$ cat src/rtl/fifo_2d_64to32.sv
// -----------------------------------------------------------------------------
// fifo_2d_64to32
// Width down-converter from 64 to 32 bits, backed by a small circular buffer.
// Each accepted 64-bit word leaves as two 32-bit beats. LO_FIRST picks the
// order: bits [31:0] first, or bits [63:32] first. Both sides use valid/ready.
//
// Optional feature (compile-time macro FIFO_2D_64TO32_HALF_EN):
//   When defined, the a_half port exists and its value is stored with each
//   entry. A half entry emits only its first beat and is then freed.
//
// Ports:
//   clk      in   1   clock, all state updates on posedge
//   rst_n    in   1   asynchronous active-low reset
//   a_data   in   64  incoming word
//   a_valid  in   1   incoming word valid
//   a_ready  out  1   word accepted this cycle when a_valid is also high
//   a_half   in   1   (HALF_EN only) word carries a single beat
//   b_data   out  32  outgoing beat
//   b_valid  out  1   outgoing beat valid
//   b_ready  in   1   consumer takes b_data this cycle
//
// Parameters:
//   DEPTH     number of 64-bit entries (power of two, >= 2)
//   LO_FIRST  1: emit [31:0] then [63:32]; 0: reverse order
// -----------------------------------------------------------------------------
module fifo_2d_64to32 #(
    parameter int DEPTH    = 2,
    parameter bit LO_FIRST = 1'b1
) (
    input  logic        clk,
    input  logic        rst_n,
    input  logic [63:0] a_data,
    input  logic        a_valid,
    output logic        a_ready,
`ifdef FIFO_2D_64TO32_HALF_EN
    input  logic        a_half,
`endif
    output logic [31:0] b_data,
    output logic        b_valid,
    input  logic        b_ready
);

    localparam int AW = $clog2(DEPTH);
    localparam int CW = AW + 1;
    localparam logic [CW-1:0] FULL_CNT = CW'(DEPTH);

`ifdef FIFO_2D_64TO32_HALF_EN
    localparam int EW = 65;
`else
    localparam int EW = 64;
`endif

    logic [EW-1:0] mem [DEPTH];
    logic [AW-1:0] wr_ptr;
    logic [AW-1:0] rd_ptr;
    logic [CW-1:0] count;
    logic          sel;

    logic [EW-1:0] wr_word;
    logic [EW-1:0] head;
    logic          head_half;
    logic [31:0]   first_half;
    logic [31:0]   second_half;
    logic          push;
    logic          beat;
    logic          last;

`ifdef FIFO_2D_64TO32_HALF_EN
    assign wr_word   = {a_half, a_data};
    assign head_half = head[64];
`else
    assign wr_word   = a_data;
    assign head_half = 1'b0;
`endif

    assign head        = mem[rd_ptr];
    assign first_half  = LO_FIRST ? head[31:0]  : head[63:32];
    assign second_half = LO_FIRST ? head[63:32] : head[31:0];

    assign b_valid = (count != '0);
    assign b_data  = sel ? second_half : first_half;

    assign beat = b_valid && b_ready;
    // A half entry has only one beat, so its first beat is also its last.
    assign last = beat && (sel || head_half);

    // When the buffer is full, a word can still be taken in the same cycle
    // the head entry frees. This makes a_ready depend combinationally on
    // b_ready, which is intended.
    assign a_ready = rst_n && ((count != FULL_CNT) || last);
    assign push    = a_valid && a_ready;

    // Storage is not reset. Stale contents are never visible because b_valid
    // is derived from count alone.
    always_ff @(posedge clk) begin
        if (push) begin
            mem[wr_ptr] <= wr_word;
        end
    end

    always_ff @(posedge clk or negedge rst_n) begin
        if (!rst_n) begin
            wr_ptr <= '0;
            rd_ptr <= '0;
            count  <= '0;
            sel    <= 1'b0;
        end else begin
            if (push) begin
                wr_ptr <= wr_ptr + AW'(1);
            end

            if (last) begin
                sel    <= 1'b0;
                rd_ptr <= rd_ptr + AW'(1);
            end else if (beat) begin
                sel    <= 1'b1;
            end

            if (push && !last) begin
                count <= count + CW'(1);
            end else if (last && !push) begin
                count <= count - CW'(1);
            end
        end
    end

endmodule
$ cat config.mk
export PLATFORM = sky130hd
export DESIGN_NAME = fifo_2d_64to32
export DESIGN_NICKNAME = d
export VERILOG_FILES = /design/src/rtl/fifo_2d_64to32.sv
export SDC_FILE = /design/constraint.sdc
export NUM_CORES = 1
export LEC_CHECK = 0
export ABC_AREA = 1
export BUFFER_PORTS_ARGS = -buffer_cell sky130_fd_sc_hd__buf_4
export CAP_MARGIN = 20
export CORE_MARGIN = 10
export CORE_UTILIZATION = 40
export CTS_CLUSTER_SIZE = 40
export DETAILED_ROUTE_END_ITERATION = 8
export GPL_ROUTABILITY_DRIVEN = 0
export PLACE_DENSITY = 0.68
export SYNTH_ARGS = -nofsm -noshare
export SYNTH_HDL_FRONTEND = slang
export SYNTH_SLANG_ARGS = --single-unit
$ cat constraint.sdc
create_clock -name clk -period 4.5 [get_ports clk]
set_clock_uncertainty 0.1 [all_clocks]
set_input_delay 0.9 -clock clk [delete_from_list [all_inputs] [get_ports clk]]
set_output_delay 0.9 -clock clk [all_outputs]
set_load 0.01 [all_outputs]
* Word-level counts from Yosys, hierarchy flattened
Memory sizes are Yosys's and may differ from the RTL's.
Index checks and enable logic that the tools add are counted.
** Operators by class
- Eq/ne operators :: 1
- Add/sub/neg operators :: 4
- Divide/modulo/power cells :: 0
- Muxes and demuxes :: 7
- Bitwise operators :: 0
- $mul :: 0
- Shifts and indexed selects :: 0
- Reductions and logical operators :: 12
- Order comparisons :: 0
** Operators by type and width (number)
- 2-to-1 mux 32 bit :: 1
- logical AND 1 bit :: 6
- nonzero test 2 bit :: 3
- 2-to-1 mux 1 bit :: 4
- 2-to-1 mux 2 bit :: 2
- adder 1 bit, second input constant :: 2
- adder 2 x 1 -> 2 bit, second input constant :: 1
- zero test 1 bit :: 2
- != test 2 bit, second input constant :: 1
- subtractor 2 x 1 -> 2 bit, second input constant :: 1
- logical OR 1 bit :: 1
** Word-level totals
- Memory bits (read-only) :: 0
- Memories kept :: 1
- Memory bits (writable) :: 128
- Latch bits :: 0
- Input port bits :: 68
- Logic and storage cells :: 29
- Flip-flop bits (word level) :: 5
** Memories
- mem :: words 2, bits a word 64, read ports 1, clocked after memory_dff 0, wr ports 1, line 53 : logic [EW-1:0] mem [DEPTH];

* Logic depth before layout (Yosys ltp)
- Word-level depth :: 10
- Mapped depth :: 10
- Gate-level depth less buffers :: 10

* Least setup slack after synthesis
Ideal clock, no wire load.
- Path type :: input to register
- Start point :: input b_ready
- End point :: memory mem[1][0], enable pin
- Stages :: 4
- Buffers on the path :: 0
- Path slack :: 0.038 ns
- Arrival time :: 3.875 ns
- Required time :: 3.914 ns
- Setup time :: 0.486 ns
- Path through :: nand3_2 nand2_1 nand3_1 nor2_1
** On the way
- Cells in the longest elaborated chain, start to end :: 7
** RTL lines
- from (decl) :: line 40 : input logic b_ready
- logical AND 1 bit :: line 83 : assign beat = b_valid && b_ready;
- logical AND 1 bit :: line 85 : assign last = beat && (sel || head_half);
- logical OR 1 bit :: line 90 : assign a_ready = rst_n && ((count != FULL_CNT) || last);
- logical AND 1 bit :: line 90
- logical AND 1 bit :: line 91 : assign push = a_valid && a_ready;
- 2-to-1 mux 1 bit :: line 96 : if (push) begin
- 2-to-1 mux 1 bit (implied by the code) :: line 97 : mem[wr_ptr] <= wr_word;
- to (decl) :: line 53
Every way passes these cells.

* Worst setup path after layout
- Start point :: register sel
- End point :: output b_data[12]
** On the way
- Cells in the longest elaborated chain, start to end :: 1
** RTL lines
- from (decl) :: line 57 : logic sel;
- from (signal assigned) :: line 106 : sel <= 1'b0;
- from (signal assigned) :: line 113 : sel <= 1'b0;
- from (signal assigned) :: line 116 : sel <= 1'b1;
- 2-to-1 mux 32 bit :: line 81 : assign b_data = sel ? second_half : first_half;
- to (decl) :: line 38 : output logic [31:0] b_data,
Every way passes these cells.

==> key figures <==
Min path
  – Worst min path class: in2async

Worst setup path
  – End point of the critical path: b_data[12]
  – Crit end category: output port
  – Most used cell, CP: buf_4
  – Slowest-stage cell, CP: inv_1
  – Slowest stage delay, CP: 0.57 ns
  – CP top delay family: buffers and inverters
  – Critical-path cell list: inv_1 -> buf_4 -> o21ai_0 -> o22ai_1 -> buf_4
  – Reg2Reg Setup Slack: between 1.5 and 2 ns
  – Critical path class: reg2out
  – Reg2reg end: mem[1][48]
  – Max FO, Critical Path: 19
  – Worst R2R Path Depth: 5
  – Crit path from: sel
  – WP buf/inv: 3
  – Worst Path Arrival: 2.31 ns
  – Worst r2r src: sel
  – CP required: approximately 3.5 ns
  – Critical Path Stages: 5
  – Startpoint Class: flip-flop

Synth
  – Yosys Warn Count: 0
  – Largest cells by area after synthesis: edfxtp_1, nor2_1, o21ai_0
  – Synthesized Nets: 407
  – Synth Cell Area: 5010 sq um
  – Syn Area/Cell: 14.8 sq um
  – Top cell type's share of synthesized area: approximately three quarters
  – Cell taking the most area after synthesis: edfxtp_1
  – Netlist cell types: 22
  – Seq/Total Area, Yosys: 79.2%
  – Post-Syn Instances: 338
  – Yosys reg bits: 133

Power
  – Part of the power in the clock network: a little under a third
  – Max VDD drop: 337 uV
  – Logic gate share of total power: 32.4%
  – Sequential share of power: 36.9%
  – Int Pwr: about 3000 uW
  – Leak: 0.00236 uW
  – Net switching power: between 1000 and 1500 uW
  – Power density over cell area: ~670 nW/um^2
  – Sw frac: between 30% and 40%

Clocking
  – Number of CTS-inserted buffers: 17
  – CTS H-tree depth: 4
  – Hold buffer count at CTS: 0
  – Reg clk slew, reported paths: 0.06 ns
  – CTS tree: done
  – Post-CTS Resized: 0
  – Clock sinks: 133
  – Clk_lat worst skew: 0.41 ns
  – Setup Buffers After CTS: 0
  – Clk buf depth: 2
  – Root buffer cell: clkbuf_16

Global route
  – GRT Util Overall: 12.5%
  – Initial antenna violation count: 0
  – Vias in the first global route: between 3000 and 4000
  – Grt ovf: 0
  – First-pass GRT wire length: roughly 17 mm
  – Largest net degree at the start of global routing: 66

STA
  – Final Hold Fails: 0
  – Final Cycle Share: 73.7%
  – Slew @ Worst Pin: 0.871 ns
  – Final TNS setup: 0 ns
  – Tmin final: 3.31 ns
  – Achievable Freq: roughly 300 MHz
  – Slew Limit Fails: 0
  – Relative slew slack: 41.8%
  – RSZ-0062 raised after global routing: false
  – Final setup viols: 0

Final layout
  – Share of layout cells above drive strength 1: ~32%
  – Most frequent cells in the layout: edfxtp_1, buf_4, nor2_1
  – FF/Latch Area: around 4000 sq um
  – Multi-input gate area: a little under 900 sq um
  – Area growth, synth to finish: 29.9%
  – Commonest non-fill, non-tap cell in the layout: edfxtp_1
  – Number of nets in the layout: 515
  – Finished Core Util: a little over half
  – Diodes inserted: 0
  – Fill cells: 1016

Floorplan
  – Die Ht: roughly 130 microns
  – Core ar.: ~12000 sq um
  – Die X: 132 microns
  – Die area: 17400 sq um
  – Num rows: 40
  – Initial core utilization: 41.2%
  – Ports: between 100 and 150

Detailed routing
  – Detailed-route DRC error count: 0
  – Post-Route WL: 10.9 mm
  – Pre-antenna DRT Iters: 4
  – DR iter-0 viols: roughly 260
  – Final ANT Viol Nets: 0
  – Vias: 3098
  – Vias/cell: 4.94
  – Routed wire per std cell: 17.4 microns

Job
  – Max cap viols: 0

Placed design
  – Port Buf Inserts: 101
  – HPWL Detailed: 7.04 mm

Outcome
  – Outcome: complete, no violations
-- through the flow --
| step | setup slack (ns) | hold WS [ns] | power [uW] | cell area, sq um | std cells |
|---|---|---|---|---|---|
| global placement | 1.57 | 0.356 | 3020 | 5900 | 594 |
| floorplan | 0.0385 | 0.342 | 2460 | 5010 | 338 |
| detailed placement | 1.49 | 0.364 | 3040 | 5900 | 594 |
| global route | 1.02 | 0.176 | 4580 | 6510 | 627 |
| CTS | 1.14 | 0.178 | 4370 | 6490 | 626 |
| finish | 1.19 | 0.194 | 4330 | 6510 | 627 |
-- cell usage after synthesis (all sizes together) --
master,number
nand4,1
o22ai,32
inv,7
clkbuf,5
nand2,5
o21ai,65
xor2,3
xnor2,1
buf,15
nand3,2
edfxtp,128
and2,1
dfrtp,5
ha,1
a21oi,1
nor2,66
-- power groups by stage --
| stage | clock network [uW] | logic (uW) | registers, uW |
|---|---|---|---|
| 3_3_place_gp | 0 | 1400 | 1620 |
| 6_report | 1330 | 1400 | 1600 |
| 3_5_place_dp | 0 | 1410 | 1620 |
| 5_1_grt | 1420 | 1550 | 1610 |
| 2_1_floorplan | 0 | 840 | 1620 |
| 4_1_cts | 1360 | 1420 | 1600 |
-- area by class of cell --
cell class,count,area share (%)
repair buffers,109,12.8
flip-flops and latches,133,61.0
well taps,168,3.23
clock buffers,20,7.02
multi-input cells,178,13.6
clock inverters,12,2.02
inverters,7,0.404
-- cell families (layout without fill, tap and decap cells) --
| group | count (synthesis) | in the layout | share of synthesized area (%) |
|---|---|---|---|
| adder cells (fa/ha/maj) | 1 | 1 | 0.250 |
| flip-flops | 133 | 133 | 79.2 |
| buffers and inverters | 27 | 148 | 3.30 |
| AND/OR/NAND/NOR | 75 | 75 | 5.92 |
| XOR/XNOR | 4 | 4 | 0.700 |
| AO/OA/AOI/OAI | 98 | 98 | 10.6 |
-- worst reg2reg max path, cell delays in order, from the launching register on --
cell	delay [ns]
dfrtp_1	0.48
nand3_2	0.15
nand2_1	0.12
nand3_1	0.17
nor2_4	0.70
buf_4	0.45
-- worst min path at each step --
stage	start	end	slack, ns	depth (start not counted)
after floorplan	wr_ptr	wr_ptr	0.34	2
after global placement	wr_ptr	wr_ptr	0.36	2
after detailed placement	wr_ptr	wr_ptr	0.36	2
after CTS	rst_n	count[0]	0.18	1
after global routing	rst_n	count[0]	0.18	1
final	rst_n	count[1]	0.19	1
-- layer usage --
layer | global-route usage (%) | vias to the layer above | part of all wire [%]
met5 | 0 | - | 0
met4 | 3.71 | 0 | 0.85
met3 | 4.73 | 11 | 5.9
met2 | 20.0 | 95 | 48
met1 | 15.4 | 1502 | 45
li1 | - | 1490 | -
-- state kept, by name (all words and copies together), names as in the netlist --
signal	cells
sel	1
rd_ptr	1
mem	128
wr_ptr	1
count	2
(Power assumes the default switching activity.)
